--- src/rtl/traffic_cmd_framer.sv ---
// Byte-stream to command framer: hunts for SYNC_BYTE, collects HDR/DMSB/DLSB (and CSUM when
// TRAFFIC_CMD_FRAMER_CSUM_EN is defined), validates, then strobes one command.
module traffic_cmd_framer #(
  parameter logic [7:0]  SYNC_BYTE      = 8'hA5,
  parameter int unsigned TIMEOUT_CYCLES = 1000,
  parameter int unsigned MAX_CMD_TYPE   = 5,
  parameter int unsigned ERR_CNT_W      = 8
) (
  input  logic                 clk_i,
  input  logic                 arst_n_i,
  input  logic [7:0]           byte_i,
  input  logic                 byte_valid_i,
  output logic                 byte_ready_o,
  output logic [2:0]           cmd_type_o,
  output logic [15:0]          cmd_data_o,
  output logic                 cmd_valid_o,
  output logic                 frame_err_o,
  output logic [ERR_CNT_W-1:0] err_cnt_o
);

  localparam int unsigned      IdleW    = $clog2(TIMEOUT_CYCLES);
  localparam logic [IdleW-1:0] IdleLast = IdleW'(TIMEOUT_CYCLES - 1);
  localparam logic [2:0]       MaxType  = 3'(MAX_CMD_TYPE);

  typedef enum logic [2:0] {
    StHunt,
    StHdr,
    StDmsb,
    StDlsb,
    StEmit
`ifdef TRAFFIC_CMD_FRAMER_CSUM_EN
    , StCsum
`endif
  } state_e;

  state_e               state_q, state_d;
  logic [IdleW-1:0]     idle_q, idle_d;
  logic [2:0]           type_q, type_d;
  logic [7:0]           msb_q, msb_d;
  logic [7:0]           lsb_q, lsb_d;
  logic                 ready_q;
  logic                 cmd_valid_q;
  logic                 frame_err_q;
  logic [ERR_CNT_W-1:0] err_cnt_q, err_cnt_d;
  logic [2:0]           cmd_type_q, cmd_type_d;
  logic [15:0]          cmd_data_q, cmd_data_d;
  logic                 accept;
  logic                 in_frame;
  logic                 err;

  assign accept   = byte_valid_i & ready_q;
  assign in_frame = (state_q != StHunt) && (state_q != StEmit);

`ifdef TRAFFIC_CMD_FRAMER_CSUM_EN
  logic [7:0] csum_exp;
  assign csum_exp = {5'b0, type_q} ^ msb_q ^ lsb_q;
`endif

  always_comb begin
    state_d = state_q;
    type_d  = type_q;
    msb_d   = msb_q;
    lsb_d   = lsb_q;
    idle_d  = '0;
    err     = 1'b0;

    unique case (state_q)
      StHunt: begin
        if (accept && (byte_i == SYNC_BYTE)) state_d = StHdr;
      end
      StHdr: begin
        if (accept) begin
          if ((byte_i[7:3] != 5'b0) || (byte_i[2:0] > MaxType)) begin
            err     = 1'b1;
            state_d = StHunt;
          end else begin
            type_d  = byte_i[2:0];
            state_d = StDmsb;
          end
        end
      end
      StDmsb: begin
        if (accept) begin
          msb_d   = byte_i;
          state_d = StDlsb;
        end
      end
      StDlsb: begin
        if (accept) begin
          lsb_d   = byte_i;
`ifdef TRAFFIC_CMD_FRAMER_CSUM_EN
          state_d = StCsum;
`else
          state_d = StEmit;
`endif
        end
      end
`ifdef TRAFFIC_CMD_FRAMER_CSUM_EN
      StCsum: begin
        if (accept) begin
          if (byte_i != csum_exp) begin
            err     = 1'b1;
            state_d = StHunt;
          end else begin
            state_d = StEmit;
          end
        end
      end
`endif
      StEmit: state_d = StHunt;
      default: state_d = StHunt;
    endcase

    // An accepted byte always beats an expiring idle count.
    if (in_frame && !accept) begin
      if (idle_q == IdleLast) begin
        err     = 1'b1;
        state_d = StHunt;
      end else begin
        idle_d = idle_q + 1'b1;
      end
    end
  end

  always_comb begin
    err_cnt_d  = err_cnt_q;
    cmd_type_d = cmd_type_q;
    cmd_data_d = cmd_data_q;
    if (err && (err_cnt_q != {ERR_CNT_W{1'b1}})) err_cnt_d = err_cnt_q + 1'b1;
    // Payload only moves on a validated frame, so failed frames never disturb it.
    if (state_d == StEmit) begin
      cmd_type_d = type_d;
      cmd_data_d = {msb_d, lsb_d};
    end
  end

  always_ff @(posedge clk_i or negedge arst_n_i) begin
    if (!arst_n_i) begin
      state_q     <= StHunt;
      idle_q      <= '0;
      type_q      <= '0;
      msb_q       <= '0;
      lsb_q       <= '0;
      ready_q     <= 1'b0;
      cmd_valid_q <= 1'b0;
      frame_err_q <= 1'b0;
      err_cnt_q   <= '0;
      cmd_type_q  <= '0;
      cmd_data_q  <= '0;
    end else begin
      state_q     <= state_d;
      idle_q      <= idle_d;
      type_q      <= type_d;
      msb_q       <= msb_d;
      lsb_q       <= lsb_d;
      ready_q     <= (state_d != StEmit);
      cmd_valid_q <= (state_d == StEmit);
      frame_err_q <= err;
      err_cnt_q   <= err_cnt_d;
      cmd_type_q  <= cmd_type_d;
      cmd_data_q  <= cmd_data_d;
    end
  end

  assign byte_ready_o = ready_q;
  assign cmd_valid_o  = cmd_valid_q;
  assign frame_err_o  = frame_err_q;
  assign err_cnt_o    = err_cnt_q;
  assign cmd_type_o   = cmd_type_q;
  assign cmd_data_o   = cmd_data_q;

endmodule
--- config.mk ---
export PLATFORM = sky130hd
export DESIGN_NAME = traffic_cmd_framer
export DESIGN_NICKNAME = d
export VERILOG_FILES = /design/src/rtl/traffic_cmd_framer.sv
export SDC_FILE = /design/constraint.sdc
export NUM_CORES = 1
export LEC_CHECK = 0
export ABC_AREA = 1
export CORE_UTILIZATION = 50
export CTS_BUF_LIST = sky130_fd_sc_hd__clkbuf_4 sky130_fd_sc_hd__clkbuf_8
export DETAILED_ROUTE_END_ITERATION = 7
export HOLD_SLACK_MARGIN = 0.08
export PLACE_DENSITY_LB_ADDON = 0.25
export SETUP_SLACK_MARGIN = 0.4
export SYNTH_ARGS = -nofsm -noshare
export SYNTH_HDL_FRONTEND = slang
export SYNTH_SLANG_ARGS = --single-unit
--- constraint.sdc ---
create_clock -name clk_i -period 2.6 [get_ports clk_i]
set_input_delay 0.78 -clock clk_i [delete_from_list [all_inputs] [get_ports clk_i]]
set_output_delay 0.78 -clock clk_i [all_outputs]
set_load 0.005 [all_outputs]
After elaboration in Yosys (flattened, before gate mapping)
Cells that the tools add are included.
{"block": "totals", "reg_bits": 62, "in_bits": 11, "out_inout_bits": 30, "word_cells": 55}
{"block": "op_classes", "add_sub_neg": 2, "n_lt_le_gt_ge": 1, "eq_ne": 9, "mux": 22, "bitwise_logic": 1, "reduce_logical": 9}
{"operator": "8-bit 2-to-1 mux", "count": 4}
{"operator": "3-bit 2-to-1 mux", "count": 9}
{"operator": "10-bit 2-to-1 mux", "count": 2}
{"operator": "3-bit case mux with 4 select lines", "count": 1}
{"operator": "10-bit by 1-bit adder with 10-bit output (second input constant)", "count": 1}
{"operator": "10-bit equality test (second input constant)", "count": 1}
{"operator": "8-bit by 1-bit adder with 8-bit output (second input constant)", "count": 1}
{"operator": "8-bit equality test (second input constant)", "count": 1}
{"operator": "8-bit inequality test (second input constant)", "count": 1}
{"operator": "3-bit by 2-bit equality test with 1-bit output (second input constant)", "count": 2}
{"operator": "3-bit inequality test (second input constant)", "count": 2}
{"operator": "1-bit 2-to-1 mux", "count": 5}
{"operator": "5-bit nonzero test", "count": 1}
{"operator": "1-bit logical AND", "count": 4}
{"operator": "3-bit by 1-bit equality test with 1-bit output (second input constant)", "count": 1}
{"operator": "3-bit equality test (second input constant)", "count": 1}
{"operator": "3-bit > comparator (second input constant)", "count": 1}
{"operator": "3-bit logical NOT", "count": 1}
{"operator": "3-bit nonzero test", "count": 1}
{"operator": "2-bit 2-to-1 mux", "count": 1}
{"operator": "1-bit bitwise AND", "count": 1}
{"operator": "1-bit logical NOT", "count": 1}
{"operator": "1-bit logical OR", "count": 1}

Logic depth before layout (Yosys ltp)
Gate-level depths: netlist (run 1).
{"block": "logic_depth", "depth_word": 8, "depth_mapped": 9, "depth_no_buf": 9}

Least setup slack after synthesis (run 1)
No wires, ideal clock.
{"block": "synth_path", "path_type": "input port to flip-flop", "from": "in byte_valid_i", "to": "reg err_cnt_q[2] (netlist: err_cnt_o[2])", "setup_time_ns": 0.117, "t_arrival_ns": 1.525, "required_ns": 2.483, "slack_ns": 0.958, "stages": 8, "n_path_buf": 0, "cell_sequence": "nand2_4 inv_2 nor2_1 nand3_1 nand2_4 nand2_4 nand2_1 nand2_1"}
{"block": "synth_via", "elab_chain_len": 6, "word_cells_on_any_way": 8, "cone_classes": "mux (4); bitwise (1); reduce/logical (3)"}
{"element": "start, declared", "line_no": "12", "source": "input logic byte_valid_i,"}
{"element": "1-bit bitwise AND *", "line_no": "51", "source": "assign accept = byte_valid_i & ready_q;"}
{"element": "1-bit 2-to-1 mux", "line_no": "72", "source": "if (accept) begin"}
{"element": "1-bit 2-to-1 mux", "line_no": "67", "source": "unique case (state_q)"}
{"element": "1-bit 2-to-1 mux", "line_no": "116", "source": "if (idle_q == IdleLast) begin"}
{"element": "1-bit 2-to-1 mux *", "line_no": "115", "source": "if (in_frame && !accept) begin"}
{"element": "named net err", "line_no": "49", "source": "logic err;"}
{"element": "1-bit logical AND *", "line_no": "129", "source": "if (err && (err_cnt_q != {ERR_CNT_W{1'b1}})) err_cnt_d = err_cnt_q + 1'b1;"}
{"element": "end signal, assigned", "line_no": "159", "source": "err_cnt_q <= err_cnt_d;"}
{"element": "end, declared", "line_no": "44", "source": "logic [ERR_CNT_W-1:0] err_cnt_q, err_cnt_d;"}
The timed path passes the listed nets; every way through them passes the cells marked *.
A chain may end at the register's enable or synchronous reset.

Worst setup path after layout (run 1)
{"block": "layout_path", "from": "reg err_cnt_q[6] (netlist: err_cnt_o[6])", "to": "out err_cnt_o[6]"}
{"element": "end, declared", "line_no": "18", "source": "output logic [ERR_CNT_W-1:0] err_cnt_o"}
No word-level cell between the ends.

==> metrics.md, run 1 <==
| Metric | Value |
|---|---|
| Initial DRC count | 97 |
| Final hold vios | 0 |
| GRT Overall Usage | about a fifth |
| Worst Path Buf+Inv | 1 |
| Power share of the clock group | 32.9% |
| Vias | 1926 |
| Synth Register Bits | 54 |
| Std-Cell Rows | 25 |
| Ports | 41 |
| Worst hold slack | 0.470 ns |
| Fraction of power spent switching nets | between 20% and 30% |
| Largest net degree at the start of global routing | 28 |
| Longest Clk Path Bufs | 2 |
| Worst Skew | between 0.004 and 0.005 ns |
| Nets | about 350 |
| Core area | between 4000 and 5000 sq um |
| Die area | around 5300 sq um |
| Total gr overflow | 0 |
| Post-route setup slack | approximately 0.53 ns |
| Layout cells sized above 1 | about 8.7% |
| DR WL/cell | roughly 12 um |
| Psw | slightly below 0.3 mW |
| Int Pwr | roughly 1.1 mW |
| CP cell instances | clkdlybuf4s50_1 |
| Synth area leaders | dfrtp_1 (54%), nand2_1 (16%), nor2_1 (4.2%) |
| CP endpoint | err_cnt_o[6] |
| Register share of total power | 61.9% |
| Worst R2R Setup Slack | approximately 1.1 ns |
| Worst vdd ir | roughly 0.34 mV |
| Crit-path max FO | 6 |
| Initial antenna violation count | 0 |
| Root Buffer | clkbuf_8 |
| Mapped Nets | 302 |
| Synth Area per Inst | 8.62 sq um |
| Worst Setup SP | err_cnt_o[6] |
| Final period utilization | 79.5% |
| WL final | about 4.8 mm |
| DR vias/cell | approximately 4.8 |
| R2r startpoint | err_cnt_o[0] |
| Area Growth Syn to Fin | 21.6% |
| CP Depth | 1 |
| Number of remaining DRC errors | 0 |
| Clock slew at reported path FFs | about 0.090 ns |
| Max-slew headroom | just under 60% |
| Total negative setup slack | 0 ns |
| Ys async rst share | 100% |
| Post-synth top area cell | dfrtp_1 |
| Worst slack at placement | 0.320 ns |
| Gate Count Post-Synth | 289 |
| Delay-heaviest family, CP | buffers and inverters |
| Gates resized, CTS repair | 0 |
| Max Fclk | between 400 and 500 MHz |
| Clock sink count | 54 |
| CTS Hold Buffers Added | 0 |
| Unique masters post-synth | 29 |
| Primary FF master, synth | dfrtp_1 |
| Status | complete, no violations |
| Worst path max stage delay | 0.54 ns |
| Vias in the first global route | about 1800 |
| Crit end category | output port |
| CP Class | reg2out |
| DRT antenna net count | 0 |
| CP arrival | between 1 and 1.5 ns |
| Min Tclk post-route | slightly above 2 ns |
| Num CTS Buffers | 5 |
| Least-Margin Pin Slew | approximately 0.63 ns |
| First-pass GRT wire length | 8.14 mm |
| Port bufs | 40 |
| Depth of the most critical reg-to-reg path | 7 |
| Syn Std Cell Area | 2490 sq um |
| Chip height | just over 70 um |
| # Post-CTS Setup Buffers | 0 |
| CP Data Required Time | around 1.8 ns |
| Die X | slightly above 70 um |
| Clk_lat worst skew | approximately 0.30 ns |
| H-tree Lvls | 2 |
| Comb power frac | approximately 5.2% |
| 1st-pass router iterations | 4 |
| R2r endpoint | err_cnt_o[7] |
| Initial Util | a little over half |
| Pwr Density | 454 nW/um^2 |
| Ys Warns | 0 |
| Yosys top cell area share | between 50% and 60% |
| Number of enable flip-flop cells after synthesis | 0 |
| Antenna Cells | 0 |
| Pins Over Slew Limit | 0 |
| Seq/Total Area, Yosys | ~54% |
| Tot Pwr | 1.37 mW |
| Fin cells | between 300 and 400 |
| Critical Path Source Type | register |
| Setup violations, final | 0 |
| CTS tree | built |
| Leak pwr | around 1.5 nW |
| Placed insts | between 300 and 400 |
| CP max-delay cell | clkdlybuf4s50_1 |
| RSZ-0062 raised after global routing | false |
| Detail Placement HPWL | 3.43 mm |
| Worst hold path class | reg2reg |
| GPL Wtd Cong | about 0.9 |
| Max Cap Viol | 0 |
-- logic make-up (layout without fill, tap and decap cells) --
kind of cell | Yosys count | in the layout | synth area share (%)
AOI/OAI and AO/OA | 22 | 22 | 4.82
xor gates and xnor gates | 4 | 4 | 1.41
adders and majority gates | 2 | 2 | 1.00
buffers and inverters | 31 | 74 | 6.13
DFF | 54 | 54 | 54.3
and+or+nand+nor | 176 | 176 | 32.4
-- layout by cell type (no fill, tap or decap), types with 2 or more instances in the layout --
master	count
nand2_1	107
clkdlybuf4s50_1	39
a31oi_1	3
nand4_1	7
a21oi_1	3
ha_1	2
xor2_1	2
nor3_1	2
nor2_1	28
clkbuf_8	6
nand3_2	3
inv_2	5
nor2_4	3
o21ai_1	5
nand3_1	15
o21ai_0	9
dfrtp_1	54
inv_1	20
nand3b_1	2
xnor2_1	2
nand2_4	4
-- flip-flops by register name, indices dropped and copies added, names as in the netlist --
register      cells
cmd_data_o       16
idle_q           10
err_cnt_o         8
msb_q             8
cmd_type_o        3
state_q           3
type_q            3
byte_ready_o      1
cmd_valid_o       1
frame_err_o       1
-- synthesized netlist by cell type, types with 2 or more instances --
master      n
a21oi_1     3
a31oi_1     3
buf_6       4
dfrtp_1    54
ha_1        2
inv_1      20
inv_2       5
nand2_1   107
nand2_4     4
nand3_1    15
nand3_2     3
nand3b_1    2
nand4_1     7
nor2_1     28
nor2_4      3
nor3_1      2
o21ai_0     9
o21ai_1     5
xnor2_1     2
xor2_1      2
-- metrics by stage --
step	instance area, sq um	util (%)
after floorplan	2490	-
after detailed placement	2940	61.9
final	3030	63.7
after CTS	3030	63.7
after global placement	2940	61.9
after global routing	3030	63.7
-- layer usage --
metal	vias up	share of wire (%)	global-route usage, %	wire (um)
met1	895	49	28.3	2350
met5	-	0	0	0
li1	995	-	-	-
met4	0	0.80	5.88	38
met2	31	46	31.8	2200
met3	5	3.7	3.89	174
-- power by group through the flow --
stage,logic (mW),registers [mW],clock network [mW]
2_1_floorplan,0.0233,0.866,0
3_3_place_gp,0.0716,0.867,0
4_1_cts,0.0734,0.851,0.465
5_1_grt,0.0814,0.851,0.495
3_5_place_dp,0.0728,0.867,0
6_report,0.0720,0.850,0.452
-- worst min path at each step --
stage	cells after the start	slack, ns	startpoint	to
after floorplan	1	0.43	idle_q[0]	idle_q[0]
after global placement	2	0.45	cmd_data_o[6]	cmd_data_o[6]
after detailed placement	2	0.46	msb_q[3]	msb_q[3]
after CTS	1	0.48	idle_q[0]	idle_q[0]
after global routing	2	0.50	msb_q[4]	msb_q[4]
final	1	0.47	idle_q[0]	idle_q[0]
-- worst register-to-register path, stage by stage (launching register included) --
cell,delay [ns]
dfrtp_1,0.43
ha_1,0.22
nand3_1,0.16
nor2_2,0.15
nand3_2,0.20
nand2_4,0.18
nand2_1,0.07
nand2_1,0.05
-- final cells by class --
type / count / area [sq um]
clock buffer: 6 / 82.6
fill: 424 / 1730
inverter: 26 / 100
multi-input combinational: 204 / 986
sequential: 54 / 1350
tap: 67 / 83.8
timing repair buffer: 42 / 423
(Power assumes the default switching activity.)
==> inputs of run 2 (changes only) <==
--- a/config.mk
+++ b/config.mk
@@ -6,7 +6,7 @@
 export NUM_CORES = 1
 export LEC_CHECK = 0
 export ABC_AREA = 1
-export CORE_UTILIZATION = 50
+export CORE_UTILIZATION = 49
 export CTS_BUF_LIST = sky130_fd_sc_hd__clkbuf_4 sky130_fd_sc_hd__clkbuf_8
 export DETAILED_ROUTE_END_ITERATION = 7
 export HOLD_SLACK_MARGIN = 0.08
==> constraint.sdc (replaced) <==
create_clock -name clk_i -period 1.8 [get_ports clk_i]
set_input_delay 0.54 -clock clk_i [delete_from_list [all_inputs] [get_ports clk_i]]
set_output_delay 0.54 -clock clk_i [all_outputs]
set_load 0.005 [all_outputs]
==> run 2 against run 1 <==
Routed wire length grew 20%. Hold slack got worse by 0.26 ns. Flip-flop and latch count is the same. Sequential share of layout area is 5.0 points lower. Register-to-register slack lost 0.65 ns. Global-route usage increased by 2.5 points. Clock-buffer cell count down 1. Combinational power rose by 90%. Worst setup slack got worse by 0.14 ns. Via count increased by 13%. Clock skew about the same.
==> metrics.md, run 2 (synthesized netlist as in run 1, its figures left out) <==
| Metric | Value |
|---|---|
| Status | complete, no violations |
| Pins Over Slew Limit | 0 (unchanged) |
| GRT Overall Usage | 22.6% (+2.5 points) |
| Die area | 5370 sq um (+2.0%) |
| Port bufs | 40 (unchanged) |
| CTS tree | built |
| Worst Skew | 0.00413 ns (-0.000121 ns) |
| Final hold vios | 0 (unchanged) |
| Nets | 394 (+14%) |
| Total gr overflow | 0 (unchanged) |
| Commonest non-fill, non-tap cells in the layout | nand2_1 (101), dfrtp_1 (52), buf_4 (44) |
| Filler instances | 398 (-6.1%) |
| Vias | 2183 (+13%) |
| Area Growth Syn to Fin | 37.2% |
| H-tree Lvls | 2 (unchanged) |
| DR vias/cell | 4.86 (+0.72%) |
| Setup violations, final | 0 (unchanged) |
| Number of remaining DRC errors | 0 (unchanged) |
| Max Cap Viol | 0 (unchanged) |
| Worst hold slack | 0.208 ns (-0.262 ns) |
| Clock sink count | 54 (unchanged) |
| Detail Placement HPWL | 3.54 mm (+3.1%) |
| Min Tclk post-route | 1.41 ns |
| Root Buffer | clkbuf_8 |
| CP Class | reg2out |
| Die X | 73.3 um (+0.99%) |
| Number of flip-flops under the largest register name | 16 (unchanged) |
| Initial Util | 51.7% (-0.68 points) |
| Critical Path Source Type | register |
| Commonest non-fill, non-tap cell in the layout | nand2_1 |
| Placed insts | 410 (+4.3%) |
| Longest Clk Path Bufs | 2 (unchanged) |
| Final period utilization | between 70% and 80% |
| Vias in the first global route | 2167 (+20%) |
| Crit-path max FO | 2 (-4) |
| 1st-pass router iterations | 4 (unchanged) |
| Worst vdd ir | 0.418 mV (+21%) |
| Max-slew headroom | 80.0% (+22 points) |
| Clk_lat worst skew | 0.31 ns (about the same) |
| Max Fclk | just over 700 MHz |
| CP Depth | 1 (unchanged) |
| CP cell instances | buf_2 |
| Fin cells | 449 (+13%) |
| Worst path max stage delay | 0.42 ns (-0.12 ns) |
| Worst Path Buf+Inv | 1 (unchanged) |
| Core area | 4820 sq um (+1.3%) |
| GPL Wtd Cong | 0.848 (-5.5%) |
| RSZ-0062 raised after global routing | true |
| Delay-heaviest family, CP | flip-flops |
| First-pass GRT wire length | 9.13 mm (+12%) |
| CP arrival | 0.87 ns (-0.42 ns) |
| Tot Pwr | 2.18 mW (+59%) |
| Initial DRC count | 83 (-14%) |
| Ports | 41 (unchanged) |
| Fin area | 3420 sq um (+13%) |
| CP max-delay cell | dfrtp_1 |
| Std-Cell Rows | 25 (unchanged) |
| Worst hold path class | in2async |
| Least-Margin Pin Slew | 0.298 ns (-0.332 ns) |
| Chip height | 73.3 um (+0.99%) |
| Layout cells sized above 1 | 34.8% (+26 points) |
| Num CTS Buffers | 5 (unchanged) |
| Dpl cell area | 3090 sq um (+4.8%) |
| WL final | 5.73 mm (+20%) |
| Final core occ | 70.9% (+7.3 points) |
| Crit end category | output port |
| Largest net degree at the start of global routing | 55 (+96%) |
| Initial antenna violation count | 0 (unchanged) |
| CP Data Required Time | 1.26 ns (-0.56 ns) |
| DRT antenna net count | 0 (unchanged) |
| Pwr Density | 639 nW/um^2 (+41%) |
| Leak pwr | 1.82 nW (+22%) |
| DR WL/cell | 12.8 um (+7.0%) |
| Antenna Cells | 0 (unchanged) |
| Clock slew at reported path FFs | 0.10 ns (about the same) |
| Depth of the most critical reg-to-reg path | 9 (+2) |
==> run 2: cell types whose count changed in the layout (fill, tap and decap cells not counted), sizes merged <==
cell	before	now
buf	3	79
clkdlybuf4s50	39	1
clkinv	0	2
clkbuf	6	5
nand2	112	113
nand3	18	19
clkdlybuf4s15	0	1
bufinv	0	1
dlygate4sd2	0	7
==> run 2: metal layers <==
| layer | vias up | track usage [%] | share of wire (%) |
|---|---|---|---|
| met5 | - | 0 | 0 |
| met4 | 0 | 9.15 | 1.7 |
| met3 | 9 | 4.66 | 3.8 |
| met2 | 51 | 38.3 | 50 |
| met1 | 1019 | 28.2 | 45 |
| li1 | 1104 | - | - |
==> run 2: power breakdown <==
part / total, mW / switching, mW / internal [mW]
combinational: 0.137 / 0.0779 / 0.0594
sequential: 1.23 / 0.00600 / 1.22
clock: 0.817 / 0.407 / 0.410
==> run 2: area by class of cell <==
class / count / area [sq um] / area share, %
clock buffer: 5 / 68.8 / 2.01
clock inverter: 3 / 40.0 / 1.17
inverter: 26 / 108 / 3.15
multi-input combinational: 206 / 1130 / 33.0
sequential: 54 / 1350 / 39.6
tap: 67 / 83.8 / 2.45
timing repair buffer: 88 / 636 / 18.6
==> run 2: timing repair <==
| item | in CTS | in global routing |
|---|---|---|
| pin swaps | 10 | 15 |
| endpoints found under the setup margin | 79 | 36 |
| buffers inserted | 21 | 8 |
| hold endpoints to repair | 0 | 0 |
| gates resized for setup | 142 | 27 |
| hold buffers | 0 | 0 |
| cloned | 2 | 0 |
==> run 2: worst paths after layout <==
check	startpoint	endpoint	slack, ns
min in group clk_i	cmd_data_o[3]	cmd_data_o[3]	0.47
setup reg to reg	state_q[0]	err_cnt_o[2]	0.43
hold / removal	arst_n_i	cmd_type_o[0]	0.21
max in group asynchronous	arst_n_i	err_cnt_o[2]	1.34
setup / recovery	err_cnt_o[0]	err_cnt_o[0]	0.39
hold reg to reg	cmd_data_o[3]	cmd_data_o[3]	0.47
==> run 2: metrics by stage <==
| stage | setup slack (ns) | setup TNS (ns) |
|---|---|---|
| 6_report | 0.390 | 0 |
| 5_1_grt | 0.339 | 0 |
| 4_1_cts | 0.399 | 0 |
| 3_5_place_dp | -0.138 | -2.17 |
| 3_3_place_gp | -0.0992 | -1.74 |
| 2_1_floorplan | 0.421 | 0 |
==> inputs of run 3 (changes only) <==
--- a/config.mk
+++ b/config.mk
@@ -6,7 +6,7 @@
 export NUM_CORES = 1
 export LEC_CHECK = 0
 export ABC_AREA = 1
-export CORE_UTILIZATION = 49
+export CORE_UTILIZATION = 50
 export CTS_BUF_LIST = sky130_fd_sc_hd__clkbuf_4 sky130_fd_sc_hd__clkbuf_8
 export DETAILED_ROUTE_END_ITERATION = 7
 export HOLD_SLACK_MARGIN = 0.08
==> constraint.sdc (replaced) <==
create_clock -name clk_i -period 1.45 [get_ports clk_i]
set_input_delay 0.435 -clock clk_i [delete_from_list [all_inputs] [get_ports clk_i]]
set_output_delay 0.435 -clock clk_i [all_outputs]
set_load 0.005 [all_outputs]
==> run 3 against run 2 <==
Cell area increased by 13%. Worst setup slack got worse by 0.34 ns. Sequential power increased by 24%. Combinational power increased by 60%. Clock skew about the same. First-iteration DRC count increased by 140%. Register-to-register slack got worse by 0.38 ns. Final cell count increased by 5.3%. Hold slack got worse by 0.12 ns. Flip-flop and latch count unchanged. Die area decreased by 2.0%. Global-route usage increased by 5.1 points.
==> metrics.md, run 3 (synthesized netlist as in run 1, its figures left out) <==
| Metric | Value |
|---|---|
| Commonest non-fill, non-tap cells in the layout | nand2_1 (75), buf_4 (57), dfrtp_1 (52) |
| Worst hold slack | 0.0912 ns (-0.116 ns) |
| CP arrival | 1.61 ns (+0.74 ns) |
| Port bufs | 40 (unchanged) |
| Chip height | 72.6 um (-0.98%) |
| Antenna Cells | 0 (unchanged) |
| Pins Over Slew Limit | 0 (unchanged) |
| Std-Cell Rows | 25 (unchanged) |
| Initial antenna violation count | 0 (unchanged) |
| Ports | 41 (unchanged) |
| Number of remaining DRC errors | 0 (unchanged) |
| Min Tclk post-route | between 1 and 1.5 ns |
| Vias | 2503 (+15%) |
| Filler instances | 269 (-32%) |
| Depth of the most critical reg-to-reg path | 7 (-2) |
| Worst Skew | 0.00392 ns (-0.000215 ns) |
| Initial DRC count | 200 (+140%) |
| Die area | 5270 sq um (-2.0%) |
| Detail Placement HPWL | 3.73 mm (+5.5%) |
| Num CTS Buffers | 5 (unchanged) |
| Area Growth Syn to Fin | 55.4% |
| Worst R2R Setup Slack | 0.05 ns (-0.38 ns) |
| Commonest non-fill, non-tap cell in the layout | nand2_1 |
| R2r endpoint | err_cnt_o[2] |
| RSZ-0062 raised after global routing | true |
| Nets | 419 (+6.3%) |
| Setup violations, final | 0 (unchanged) |
| 1st-pass router iterations | 4 (unchanged) |
| Worst Setup SP | err_cnt_o[0] |
| DR vias/cell | 5.29 (+8.8%) |
| Worst path max stage delay | 0.38 ns (-0.04 ns) |
| Initial Util | 52.4% (+0.68 points) |
| Worst Path Buf+Inv | 1 (unchanged) |
| Crit end category | register |
| Total gr overflow | 0 (unchanged) |
| H-tree Lvls | 2 (unchanged) |
| DR WL/cell | 16.4 um (+28%) |
| Final core occ | 81.4% (+10 points) |
| Critical Path Source Type | register |
| Root Buffer | clkbuf_8 |
| First-pass GRT wire length | 10.9 mm (+19%) |
| CP cell instances | buf_6 > ha_4 > nand3_4 > nor2_4 > nand3_4 > nand3_1 > nand2_1 |
| Die X | 72.6 um (-0.98%) |
| Max Fclk | ~720 MHz |
| Clock slew at reported path FFs | 0.09 ns (about the same) |
| Worst vdd ir | 0.691 mV (+65%) |
| Final hold vios | 0 (unchanged) |
| Max Cap Viol | 0 (unchanged) |
| Core area | 4750 sq um (-1.3%) |
| Delay-heaviest family, CP | simple AND/OR/NAND/NOR gates |
| CTS Hold Buffers Added | 0 (unchanged) |
| CP Data Required Time | 1.66 ns (+0.40 ns) |
| Max-slew headroom | 78.8% (-1.2 points) |
| DRT antenna net count | 0 (unchanged) |
| CP max-delay cell | dfrtp_1 |
| Final period utilization | between 90% and 100% |
| Longest Clk Path Bufs | 2 (unchanged) |
| R2r startpoint | err_cnt_o[0] |
| CTS tree | built |
| Least-Margin Pin Slew | 0.316 ns (+0.0181 ns) |
| Layout cells sized above 1 | 50.2% (+15 points) |
| GPL Wtd Cong | 0.915 (+7.9%) |
| Crit-path max FO | 5 (+3) |
| CP most frequent cell | nand3_4 |
| GRT Overall Usage | 27.7% (+5.1 points) |
| Status | complete, no violations |
| Pwr Density | 657 nW/um^2 (+2.9%) |
| CP endpoint | err_cnt_o[2] |
| CP Class | reg2reg |
| Worst hold path class | in2async |
| CP Depth | 7 (+6) |
| Number of flip-flops under the largest register name | 16 (unchanged) |
| Clock sink count | 54 (unchanged) |
| WL final | 7.74 mm (+35%) |
| Vias in the first global route | 2352 (+8.5%) |
| Leak pwr | 2.00 nW (+9.7%) |
| Clk_lat worst skew | 0.31 ns (about the same) |
| Largest net degree at the start of global routing | 55 (unchanged) |
## run 3: layout make-up
| type | count | area, sq um | share of cell area, % |
|---|---|---|---|
| Clock buffer | 5 | 68.8 | 1.78 |
| Sequential cell | 54 | 1350 | 35.0 |
| Timing Repair inverter | 3 | 26.3 | 0.679 |
| Clock inverter | 2 | 10.0 | 0.259 |
| Multi-Input combinational cell | 206 | 1340 | 34.5 |
| Inverter | 26 | 130 | 3.36 |
| Timing Repair Buffer | 110 | 861 | 22.2 |
| Tap cell | 67 | 83.8 | 2.17 |
## run 3: what timing repair did
action	CTS	global route
setup buffers	19	17
gates cloned	5	1
pin swaps	21	13
setup endpoints to repair	84	83
gates resized for setup	177	37
## run 3: how the worst min path moves through the flow
stage | startpoint | cells past startpoint | end
detailed placement | arst_n_i | 2 | idle_q[5]
global placement | arst_n_i | 2 | idle_q[5]
global route | arst_n_i | 2 | idle_q[3]
finish | arst_n_i | 2 | idle_q[8]
CTS | arst_n_i | 2 | idle_q[5]
floorplan | arst_n_i | 0 | byte_ready_o
## run 3: per-layer routing
layer,up-vias,track usage [%],share of wire [%]
li1,1159,-,-
met1,1236,31.9,39
met2,85,47.8,53
met3,23,5.83,3.8
met4,0,15.7,4.1
met5,-,0,0
## run 3: per-stage QoR
step / TNS (ns) / setup WS [ns] / cell area [sq um] / power [mW] / std cells
2_1_floorplan: 0 / 0.204 / 2590 / 1.61 / 289
3_3_place_gp: -14.87 / -0.363 / 3280 / 1.73 / 424
3_5_place_dp: -15.40 / -0.390 / 3280 / 1.73 / 424
4_1_cts: 0 / 0.118 / 3620 / 2.51 / 455
5_1_grt: -0.277 / -0.121 / 3870 / 2.63 / 473
6_report: 0 / 0.0547 / 3870 / 2.54 / 473
## run 3: where the power goes
part	total (mW)	switching [mW]	internal [mW]	leakage, nW
sequential	1.52	0.00772	1.52	0.747
clock	0.801	0.476	0.325	0.0438
combinational	0.219	0.121	0.0985	1.21
total	2.54	0.604	1.94	2.00
